File: src/rtl/pipe_skid_reg.sv
// Elastic pipeline-stage register with a 2-entry skid buffer and synchronous flush; optional stall counter under PIPE_SKID_PERF_EN.
// Latency 1 cycle from an accepted beat to out_valid; throughput 1 beat/cycle while out_ready is high.
// Backpressure: in_ready drops only when both entries are held, and is registered (no path from out_ready).
module pipe_skid_reg #(
  parameter int                DATA_W    = 64,
  parameter logic [DATA_W-1:0] RESET_VAL = '0,
  parameter int                CNT_W     = 16
) (
  input  logic              clk,
  input  logic              rst,
  input  logic              flush,
  input  logic              in_valid,
  output logic              in_ready,
  input  logic [DATA_W-1:0] in_data,
  output logic              out_valid,
  input  logic              out_ready,
  output logic [DATA_W-1:0] out_data,
  output logic [1:0]        occupancy,
  output logic [CNT_W-1:0]  perf_stall_cnt
);

  typedef enum logic [1:0] {
    EMPTY = 2'd0,
    BUSY  = 2'd1,
    FULL  = 2'd2
  } state_t;

  state_t            r_state;
  logic [DATA_W-1:0] r_main;
  logic [DATA_W-1:0] r_skid;
  logic              r_in_ready;
  logic              r_out_valid;

  logic w_in_fire;
  logic w_out_fire;

  assign w_in_fire  = in_valid && r_in_ready;
  assign w_out_fire = r_out_valid && out_ready;

  // Handshake outputs are kept as registers alongside the state so that
  // neither one depends combinationally on the downstream ready.
  always_ff @(posedge clk or posedge rst) begin
    if (rst) begin
      r_state     <= EMPTY;
      r_main      <= RESET_VAL;
      r_skid      <= RESET_VAL;
      r_in_ready  <= 1'b1;
      r_out_valid <= 1'b0;
    end else if (flush) begin
      r_state     <= EMPTY;
      r_main      <= RESET_VAL;
      r_skid      <= RESET_VAL;
      r_in_ready  <= 1'b1;
      r_out_valid <= 1'b0;
    end else begin
      case (r_state)
        EMPTY: begin
          if (w_in_fire) begin
            r_state     <= BUSY;
            r_main      <= in_data;
            r_in_ready  <= 1'b1;
            r_out_valid <= 1'b1;
          end
        end
        BUSY: begin
          if (w_in_fire && w_out_fire) begin
            r_main <= in_data;
          end else if (w_in_fire) begin
            r_state     <= FULL;
            r_skid      <= in_data;
            r_in_ready  <= 1'b0;
            r_out_valid <= 1'b1;
          end else if (w_out_fire) begin
            r_state     <= EMPTY;
            r_in_ready  <= 1'b1;
            r_out_valid <= 1'b0;
          end
        end
        FULL: begin
          if (w_out_fire) begin
            r_state     <= BUSY;
            r_main      <= r_skid;
            r_in_ready  <= 1'b1;
            r_out_valid <= 1'b1;
          end
        end
        default: begin
          r_state     <= EMPTY;
          r_in_ready  <= 1'b1;
          r_out_valid <= 1'b0;
        end
      endcase
    end
  end

  assign in_ready  = r_in_ready;
  assign out_valid = r_out_valid;
  assign out_data  = r_main;
  assign occupancy = r_state;

`ifdef PIPE_SKID_PERF_EN
  logic [CNT_W-1:0] r_stall_cnt;
  logic             w_stall;

  assign w_stall = r_out_valid && !out_ready;

  // Saturating and deliberately blind to flush; only rst clears it.
  always_ff @(posedge clk or posedge rst) begin
    if (rst) begin
      r_stall_cnt <= '0;
    end else if (w_stall && (r_stall_cnt != {CNT_W{1'b1}})) begin
      r_stall_cnt <= r_stall_cnt + CNT_W'(1);
    end
  end

  assign perf_stall_cnt = r_stall_cnt;
`else
  assign perf_stall_cnt = '0;
`endif

endmodule

File: config.mk
export PLATFORM = sky130hd
export DESIGN_NAME = pipe_skid_reg
export DESIGN_NICKNAME = d
export VERILOG_FILES = /design/src/rtl/pipe_skid_reg.sv
export SDC_FILE = /design/constraint.sdc
export NUM_CORES = 1
export LEC_CHECK = 0
export ABC_AREA = 1
export BUFFER_PORTS_ARGS = -buffer_cell sky130_fd_sc_hd__buf_2
export CORE_MARGIN = 4
export CORE_UTILIZATION = 50
export CTS_BUF_LIST = sky130_fd_sc_hd__clkbuf_8
export DETAILED_ROUTE_END_ITERATION = 12
export PLACE_DENSITY = 0.75
export SYNTH_ARGS = -nofsm -noshare
export SYNTH_HDL_FRONTEND = slang
export SYNTH_SLANG_ARGS = --single-unit
File: constraint.sdc
create_clock -name clk -period 6.1 [get_ports clk]
set_clock_uncertainty 0.15 [all_clocks]
set_input_delay 0.915 -clock clk [delete_from_list [all_inputs] [get_ports clk]]
set_output_delay 0.915 -clock clk [all_outputs]
set_load 0.02 [all_outputs]
==> results_dict.tcl <==
set metrics [dict create \
    io_pins 153 \
    crit_family "simple AND/OR/NAND/NOR gates" \
    min_to "out_data[59]" \
    slew_viol_final 0 \
    cts_tree "built" \
    irDropWorstVdd_v 0.0002798 \
    power.density_mw_per_mm2 438.8 \
    ys_warn_count 0 \
    finalSetupTns_ns 0 \
    grt_pass1_wl_um 24370 \
    r2r_cells 9 \
    cts.sinks 132 \
    grt_util_all_layers_pct 20.84 \
    coreArea_mm2 0.01226 \
    holdCritPathClass "reg -> reg" \
    min_from "out_data[59]" \
    reg2reg_from "occupancy[1]" \
    crit_arrival_ns 3.41 \
    max_freq_mhz 314.0 \
    synth_cell_types 22 \
    port-buffer-count 136 \
    dp_slack_ns 2.410 \
    htree_num_levels 4 \
    min_period_ns 3.185 \
    final_cell_mix "146 x nand2_1, 136 x buf_2, 135 x nand3_1" \
    cts-root-buf "clkbuf_8" \
    synth_cells 775 \
    slowest_delay_ns 0.86 \
    critPathLaunchType "input pin" \
    setup_violations 0 \
    worst_pin_slew_ns 1.164 \
    num_vias 5506 \
    grt-ovfl-total 0 \
    grt_start_max_net_pins 132 \
    worst-setup-path-type "in -> reg" \
    worstPathRequired_ns 6.32 \
    die_y_um 120.9 \
    drive_gt1_share_pct 20.45 \
    routed_wl_um 14640 \
    n_fill_cell 1143 \
    drt-pass1-iter-count 5 \
    place_congestion 0.7641 \
    synth-seq-cells 132 \
    drtAntennaViolNets 0 \
    antenna_found_initial 1 \
    hold_depth 2 \
    postSynthAreaPerCell_um2 8.219 \
    period_share_pct 52.21 \
    drv_cap 0 \
    r2r-end "out_data[60]" \
    p_leak_nw 3.844 \
    postLayoutCellArea_mm2 0.007326 \
    via_per_inst 5.229 \
    clkTransAtPathRegs_ns 0.07 \
    diodes 0 \
    fin_nets 946 \
    dieArea_mm2 0.01461 \
    path_max_fanout 64 \
    rsz0062_at_grt "false" \
    cts-hold-fix-buffers 0 \
    rows 40 \
    post_cts_resized 0 \
    place_area_mm2 0.006922 \
    final_core_util_pct 59.74 \
    finalHoldViolCount 0 \
    final_cells 1053 \
    clock_latency_ns 0.44 \
    wl_per_cell_um 13.91 \
    die_w_um 120.9 \
    area.growth.synth_to_final_pct 15.01 \
    dr.first_iter.drc_count 555 \
    netlist_area_mm2 0.006370 \
    grt_pass1_vias 5109 \
    slowest_stage "nand2_4" \
    post_cts_buffers 0 \
    worstSetupEndpointType "flip-flop" \
    setup_ws_ns 2.915 \
    multi_input_area_mm2 0.002405 \
    hpwl_um 8939 \
    numCtsBuffers 17 \
    path_buf_inv 2 \
    seq_area_mm2 0.003304 \
    drc_errors 0 \
    path_cells "buf_2 > clkinv_2 > nand3_2 > nand2_4 > nand2_1 > nand2_1" \
    crit_top_cell "nand2_1" \
    reg2reg_slack_ns 3.18 \
    clockBufferDepth 2 \
    start_util_pct 51.95 \
    outcome "complete, no violations" \
    ys_seq_area_share_pct 51.88 \
    slew_headroom_pct 22.43 \
    place_inst 1022 \
    layout_commonest_cell "nand2_1" \
]
-- worst max-delay path by stage --
stage | depth (start not counted) | slack [ns] | startpoint | to
2_1_floorplan | 1 | 1.51 | rst | occupancy[0]
3_3_place_gp | 6 | 2.50 | flush | out_data[59]
4_1_cts | 6 | 2.88 | flush | out_data[53]
3_5_place_dp | 6 | 2.41 | flush | out_data[44]
5_1_grt | 6 | 2.66 | flush | out_data[54]
6_report | 6 | 2.91 | flush | out_data[60]
-- flip-flops by register name, indices dropped and copies added (netlist names) --
name       cells
out_valid      1
in_ready       1
out_data      64
r_skid        64
occupancy      2
-- kinds of logic after synthesis --
family	after synthesis	share of synthesized area (%)
other	1	0.05887
adders and majority gates	4	0.7857
DFF	132	51.88
AOI/OAI and AO/OA	197	15.58
and+or+nand+nor	291	20.07
buffers and inverters	150	11.63
-- Yosys cell counts, drive strengths merged --
library cell | n | area share [%]
nor3 | 1 | 0.078
nor2 | 6 | 0.35
ha | 4 | 0.79
nand3 | 136 | 11
o21bai | 1 | 0.12
a21oi | 66 | 5.2
dfrtp | 131 | 51
dfstp | 1 | 0.41
buf | 56 | 6.1
conb | 1 | 0.059
or2 | 1 | 0.098
o21ai | 130 | 10
inv | 72 | 4.2
clkbuf | 22 | 1.3
nand2 | 147 | 8.8
-- worst register-to-register path, stage by stage (launching register included) --
cell and delay [ns]:
dfrtp_1 0.46, inv_1 0.09, ha_1 0.23, inv_1 0.10
nor2_1 0.06, nand2_1 0.07, nand3_2 0.59, nand2_4 0.86
nand2_1 0.16, nand2_1 0.10
-- report_power, final --
part	switching (W)	internal [W]
Clock	0.000312	0.000414
Sequential	0.000131	0.00115
Combinational	0.000864	0.000346
-- routing by layer --
layer  part of all wire [%]  up-vias  GRT usage [%]  wire length, um
met1                     47     2579          29.42             6830
met4                    1.7        2          8.357              248
met2                     44      193          29.77             6468
li1                       -     2712              -                -
met3                    7.4       20          6.667             1089
met5                  0.048        -              0                7
-- final cells by class --
type                            count  area share, %
Inverter                           72          3.775
Timing Repair Buffer              142          9.906
Clock inverter                      5         0.6319
Multi-Input combinational cell    508          32.83
Clock buffer                       26          4.885
Tap cell                          168          2.869
Sequential cell                   132          45.11
-- through the flow --
step                      hold slack (ns)  total power [W]
after floorplan                    0.3544         0.002175
after detailed placement           0.3026         0.002516
after CTS                          0.3203         0.003254
after global routing               0.3381         0.003460
after global placement             0.3022         0.002493
final                              0.3149         0.003214
Power figures use the tool's default switching activity.
